[src/rtl/apc_pkg.sv]
// rtl/apc_pkg.sv - shared APC constants, state type and width helper
package apc_pkg;

  localparam int APC_INUM    = 16;
  localparam int APC_LOGINUM = 4;

  typedef enum logic {
    IDLE = 1'b0,
    RUN  = 1'b1
  } state_t;

  // Output width that holds the full-scale count INUM * 2^LOGLEN.
  function automatic int apc_ow(input int loginum, input int loglen);
    return loginum + loglen + 1;
  endfunction

endpackage

[src/rtl/apc_sc_to_bin_if.sv]
// rtl/apc_sc_to_bin_if.sv - stochastic sample input and binary result handshake
interface apc_sc_to_bin_if #(
  parameter int INUM = 16,
  parameter int OW   = 13
);

  logic [INUM-1:0] in;
  logic            in_valid;
  logic [OW-1:0]   out;
  logic            out_valid;
  logic            out_ready;

  modport master (
    output in, in_valid, out_ready,
    input  out, out_valid
  );

  modport slave (
    input  in, in_valid, out_ready,
    output out, out_valid
  );

endinterface

[src/rtl/apc_popcount.sv]
// rtl/apc_popcount.sv - combinational exact ones counter over INUM lanes
module apc_popcount #(
  parameter int INUM    = 16,
  parameter int LOGINUM = 4
) (
  input  logic [INUM-1:0]  bits,
  output logic [LOGINUM:0] count
);

  always_comb begin
    count = '0;
    for (int i = 0; i < INUM; i++) begin
      count = count + (LOGINUM + 1)'(bits[i]);
    end
  end

endmodule

[src/rtl/apc_sc_to_bin.sv]
// rtl/apc_sc_to_bin.sv - windowed stochastic-to-binary decoder with result register
module apc_sc_to_bin
  import apc_pkg::*;
#(
  parameter int INUM    = APC_INUM,
  parameter int LOGINUM = APC_LOGINUM,
  parameter int LOGLEN  = 8,
  parameter int OW      = apc_ow(LOGINUM, LOGLEN)
) (
  input  logic            clk,
  input  logic            rst,
  input  logic            start,
  input  logic            stop,
  apc_sc_to_bin_if.slave  bus,
  output logic            overrun,
  output logic            busy
);

  state_t              state, state_nxt;
  logic [LOGLEN-1:0]   scnt;
  logic [LOGINUM:0]    pc_comb, pcnt;
  logic                pv, plast;
  logic [OW-2:0]       acc;
  logic [OW-1:0]       out_q;
  logic                out_valid_q;
  logic                clr, accept, load;

  apc_popcount #(.INUM(INUM), .LOGINUM(LOGINUM)) u_popcount (
    .bits  (bus.in),
    .count (pc_comb)
  );

  // start/stop squash everything in flight, including a pending last sample.
  assign clr    = start | stop;
  assign accept = (state == RUN) && bus.in_valid && !clr;
  assign load   = pv && plast && !clr;

  always_ff @(posedge clk or posedge rst) begin
    if (rst) state <= IDLE;
    else     state <= state_nxt;
  end

  always_comb begin
    state_nxt = state;
    if (start)     state_nxt = RUN;
    else if (stop) state_nxt = IDLE;
  end

  always_comb begin
    busy = (state == RUN);
  end

  always_ff @(posedge clk or posedge rst) begin
    if (rst) begin
      scnt  <= '0;
      pcnt  <= '0;
      pv    <= 1'b0;
      plast <= 1'b0;
    end else if (clr) begin
      scnt  <= '0;
      pcnt  <= '0;
      pv    <= 1'b0;
      plast <= 1'b0;
    end else if (accept) begin
      pcnt  <= pc_comb;
      pv    <= 1'b1;
      plast <= &scnt;
      scnt  <= scnt + 1'b1;
    end else begin
      pv    <= 1'b0;
    end
  end

  always_ff @(posedge clk or posedge rst) begin
    if (rst)                 acc <= '0;
    else if (clr)            acc <= '0;
    else if (pv && plast)    acc <= '0;
    else if (pv)             acc <= acc + (OW - 1)'(pcnt);
  end

  // A load beats a same-edge handshake: the new result simply replaces the old.
  always_ff @(posedge clk or posedge rst) begin
    if (rst) begin
      out_q       <= '0;
      out_valid_q <= 1'b0;
    end else if (load) begin
      out_q       <= OW'(acc) + OW'(pcnt);
      out_valid_q <= 1'b1;
    end else if (out_valid_q && bus.out_ready) begin
      out_valid_q <= 1'b0;
    end
  end

  always_ff @(posedge clk or posedge rst) begin
    if (rst)                                     overrun <= 1'b0;
    else if (start)                              overrun <= 1'b0;
    else if (load && out_valid_q && !bus.out_ready) overrun <= 1'b1;
  end

  assign bus.out       = out_q;
  assign bus.out_valid = out_valid_q;

endmodule

[src/flat_wrapper.sv]
// flat-port wrapper written by rule: the top's interface ports become plain ports
module apc_sc_to_bin_flat import apc_pkg::*;
#(
  parameter int INUM    = APC_INUM,
  parameter int LOGINUM = APC_LOGINUM,
  parameter int LOGLEN  = 8,
  parameter int OW      = apc_ow(LOGINUM, LOGLEN)
)
  (clk, rst, start, stop, overrun, busy, bus_in, bus_in_valid, bus_out_ready, bus_out, bus_out_valid);
  apc_sc_to_bin_if #(.INUM(INUM), .OW(OW)) bus_i ();
  input  logic clk;
  input  logic rst;
  input  logic start;
  input  logic stop;
  output logic overrun;
  output logic busy;
  input wire logic [$bits(bus_i.in)-1:0] bus_in;
  input wire logic [$bits(bus_i.in_valid)-1:0] bus_in_valid;
  input wire logic [$bits(bus_i.out_ready)-1:0] bus_out_ready;
  output wire logic [$bits(bus_i.out)-1:0] bus_out;
  output wire logic [$bits(bus_i.out_valid)-1:0] bus_out_valid;
  assign bus_i.in = bus_in;
  assign bus_i.in_valid = bus_in_valid;
  assign bus_i.out_ready = bus_out_ready;
  assign bus_out = bus_i.out;
  assign bus_out_valid = bus_i.out_valid;
  apc_sc_to_bin #(.INUM(INUM), .LOGINUM(LOGINUM), .LOGLEN(LOGLEN), .OW(OW)) u_core (.clk(clk), .rst(rst), .start(start), .stop(stop), .bus(bus_i), .overrun(overrun), .busy(busy));
endmodule
[config.mk]
export PLATFORM = sky130hd
export DESIGN_NAME = apc_sc_to_bin_flat
export DESIGN_NICKNAME = d
export VERILOG_FILES = /design/src/rtl/apc_pkg.sv /design/src/rtl/apc_sc_to_bin_if.sv /design/src/rtl/apc_popcount.sv /design/src/rtl/apc_sc_to_bin.sv /design/src/flat_wrapper.sv
export SDC_FILE = /design/constraint.sdc
export NUM_CORES = 1
export LEC_CHECK = 0
export ABC_AREA = 1
export BUFFER_PORTS_ARGS = -buffer_cell sky130_fd_sc_hd__buf_2
export CAP_MARGIN = 20
export CELL_PAD_IN_SITES_DETAIL_PLACEMENT = 1
export CELL_PAD_IN_SITES_GLOBAL_PLACEMENT = 1
export CORE_MARGIN = 10
export CORE_UTILIZATION = 47
export CTS_BUF_LIST = sky130_fd_sc_hd__clkbuf_4
export CTS_CLUSTER_SIZE = 24
export DETAILED_ROUTE_END_ITERATION = 10
export HOLD_SLACK_MARGIN = 0.12
export PLACE_DENSITY_LB_ADDON = 0.1
export RECOVER_POWER = 100
export SLEW_MARGIN = 20
export SYNTH_ARGS = -nofsm -noshare
export SYNTH_HDL_FRONTEND = slang
export SYNTH_HIERARCHICAL = 1
export SYNTH_SLANG_ARGS = --single-unit
[constraint.sdc]
create_clock -name clk -period 2.6 [get_ports clk]
set_input_delay 0.78 -clock clk [delete_from_list [all_inputs] [get_ports clk]]
set_output_delay 0.78 -clock clk [all_outputs]
set_load 0.1 [all_outputs]
==> run metrics <==
cell mode on critical path=fa_1; sequential share of power=42.0%; unrepaired setup endpoints after global routing=yes; failing checks=setup timing; HP Class=input port to async pin; CP max FO=2; cell count after synthesis=342; # IOs=38; Clock Path Buffers=2; Setup crit start=bus_in[15]; iteration-0 DRC count of the detailed router=between 40 and 50; worst slack, placed=-1.35 ns; Logic pwr share=36.8%; PnR Total Power=around 0.0017 W; Synth cell types=29; synth warn=6; Seq/Total Area, Yosys=40.4%; Leak=1.66 nW; MaxCap Viol Count=0; kind of end point of the critical path=flip-flop; Bufs and invs on worst path=4; Critical Path, Cell by Cell=buf_6 -> inv_2 -> fa_1 -> fa_1 -> fa_1 -> fa_1 -> inv_2 -> ha_4 -> inv_2 -> fa_2 -> xnor2_2 -> nand2_1 -> nand2_1; post-synth top area cell=dfrtp_1; clock sink total=43; die area=between 9000 and 10000 um2; Final period util=135%; Layout Nets=approximately 430; fill count=710; TritonCTS buffer count=5; slew margin rel.=between 40% and 50%; input/output buffers=37; Vias/cell=5.14; P_sw=0.000601 W; Worst Path Arrival=3.76 ns; root buffer selected by CTS=clkbuf_4; Synth top area share=40.4%; top cells by area, synth=dfrtp_1 (40%), nand2_1 (15%), inv_1 (8.9%); CP delay by family, top=adder cells; pwr/cell area=547 nW/um2; Wirelength per Cell=15.1 um; reg2reg path depth=9; initial antenna violation count=0; Final setup viols=5; achievable frequency=approximately 0.29 GHz; global-route wire length before repair=12100 um; Post-synth top cells=nand2_1 (103), inv_1 (63), nand3_1 (47), dfrtp_1 (43), nor2_1 (17); initial core utilization=between 40% and 50%; dpl hpwl=5560 um; internal power component=0.00107 W; syn nets=slightly below 400; DR vias=2374; Site Rows=27; post-synthesis instance area=2660 um2; residual DRC count=0; minimum clock period=about 3.5 ns; clock latency on the worst-skew pair=0.37 ns; gpl congestion=0.842; grt ovf=0; number of global-route vias before repair=2590; status=complete, but fails checks; Async SR Flop Fraction=100%; startpoint types=input port; Pins Over Slew Limit=0; FF-to-FF setup slack=0.63 ns; CTS tree=yes; WL final=6980 um; Pre-antenna DRT Iters=4; WS Path Type=input port to flip-flop; quantity of hold-fixing buffers added after cts=0; Most used DFF post-synth=dfrtp_1; largest net degree at the start of global routing=17; Area Overhead vs Synth=15.0%; layout cell share with drive strength beyond 1=16.7%; clock slew at reported path FFs=roughly 0.14 ns; Slowest-stage cell, CP=fa_1; worst slew pin tran=0.884 ns; synthesized flop and latch total=43; clock share of power=21.1%; Net Sw Frac=a little over a third; RR Startpoint=u_core/pcnt[0]; most numerous cell in the Yosys netlist=nand2_1; Die Span Y=95.3 um; Final ANT Viol Nets=0; core footprint=5510 um2; Worst VDD drop=0.341 mV; CP required=2.86 ns; Die Width=95.3 um; syn_area_per_cell=7.79 um2; ant diodes=0; Critical Path Stages=13; EDFF count, synth=0; CP peak stage delay=0.54 ns; Final Worst Setup Slack=-0.908 ns; final hold violations=0; clk_skew=0.0170 ns; global-route total usage across every layer=16.7%; htree depth=2
per-stage QoR:
| step | util [%] | instances | hold WS, ns | area, um2 | setup TNS (ns) |
|---|---|---|---|---|---|
| 5_1_grt | 55.6 | 462 | 0.383 | 3060 | -4.07 |
| 6_report | 55.6 | 462 | 0.376 | 3060 | -3.73 |
| 2_1_floorplan | - | 342 | 0.453 | 2680 | -4.67 |
| 3_3_place_gp | 53.9 | 452 | 0.457 | 2970 | -5.70 |
| 3_5_place_dp | 54.4 | 453 | 0.465 | 2990 | -6.02 |
| 4_1_cts | 56.1 | 461 | 0.406 | 3090 | -3.55 |
final timing paths:
kind                                            to
worst min register to register  u_core/bus.out[10]
worst max-delay path                u_core/pcnt[2]
max in group asynchronous           u_core/scnt[0]
worst max register to register   u_core/bus.out[8]
worst min-delay path                u_core/acc[11]
min in group clk                u_core/bus.out[10]
what timing repair did:
item                       in CTS  in global routing
setup endpoints to repair       5                  5
pin swaps                       9                  5
buffers inserted                1                  1
gates resized for setup        12                  7
power groups by stage:
| stage | clock, W | combinational (W) | sequential (W) |
|---|---|---|---|
| final | 0.000354 | 0.000617 | 0.000704 |
| after global routing | 0.000397 | 0.000703 | 0.000707 |
| after CTS | 0.000365 | 0.000579 | 0.000704 |
| after detailed placement | 0 | 0.000521 | 0.000716 |
| after global placement | 0 | 0.000474 | 0.000716 |
| after floorplan | 0 | 0.000352 | 0.000732 |
worst reg2reg max path, cell delays in order, from the launching register on:
cell	delay, ns
dfrtp_1	0.38
ha_1	0.24
inv_1	0.08
fa_1	0.43
o21ai_0	0.26
nand3_1	0.14
nand2_1	0.11
nand2_1	0.07
nand3_1	0.08
nand2_1	0.08
layer usage:
metal  GRT usage [%]  share of wire, %  vias up
met5               0                 0        -
met4            4.74              0.92        0
met3            2.83               2.2        6
met2            31.3                56       20
met1            18.9                41     1181
li1                -                 -     1167
layout make-up:
class                           instances  area [um2]  share of cell area (%)
Clock buffer                            5        37.5                    1.23
Sequential cell                        43        1080                    35.1
Timing Repair Buffer                   43         241                    7.88
Tap cell                               72        90.1                    2.94
Clock inverter                          3        23.8                   0.776
Multi-Input combinational cell        229        1330                    43.5
Inverter                               67         262                    8.54
sequential cells by signal, summed over array words and instances, names as in the netlist:
signal / count
u_core/pcnt: 5
u_core/acc: 12
u_core/bus.out_valid: 1
u_core/scnt: 8
u_core/pv: 1
u_core/bus.out: 13
u_core/overrun: 1
u_core/plast: 1
u_core/busy: 1
cell usage in the layout, fill, tap and decap left out, types with 2 or more instances in the layout:
cell type / count
clkinvlp_4: 2
ha_4: 2
inv_2: 8
fa_1: 9
a21oi_1: 6
nand4_1: 4
clkinv_1: 3
nand3_1: 47
clkbuf_2: 16
nor2_1: 18
ha_1: 9
dfrtp_1: 43
fa_2: 2
clkbuf_1: 4
xnor2_1: 2
buf_6: 3
buf_2: 18
nor3_1: 3
inv_1: 54
nand2_1: 103
clkbuf_4: 5
o21ai_0: 11
cell families (layout without fill, tap and decap cells):
kind of cell | count (synthesis) | in the layout | synth area share (%)
DFF | 43 | 43 | 40.4
xor gates and xnor gates | 3 | 3 | 0.987
and+or+nand+nor | 179 | 179 | 29.5
AOI/OAI and AO/OA | 25 | 25 | 5.35
adders and majority gates | 22 | 22 | 13.4
buffers and inverters | 70 | 118 | 10.3
Power figures use the tool's default switching activity.
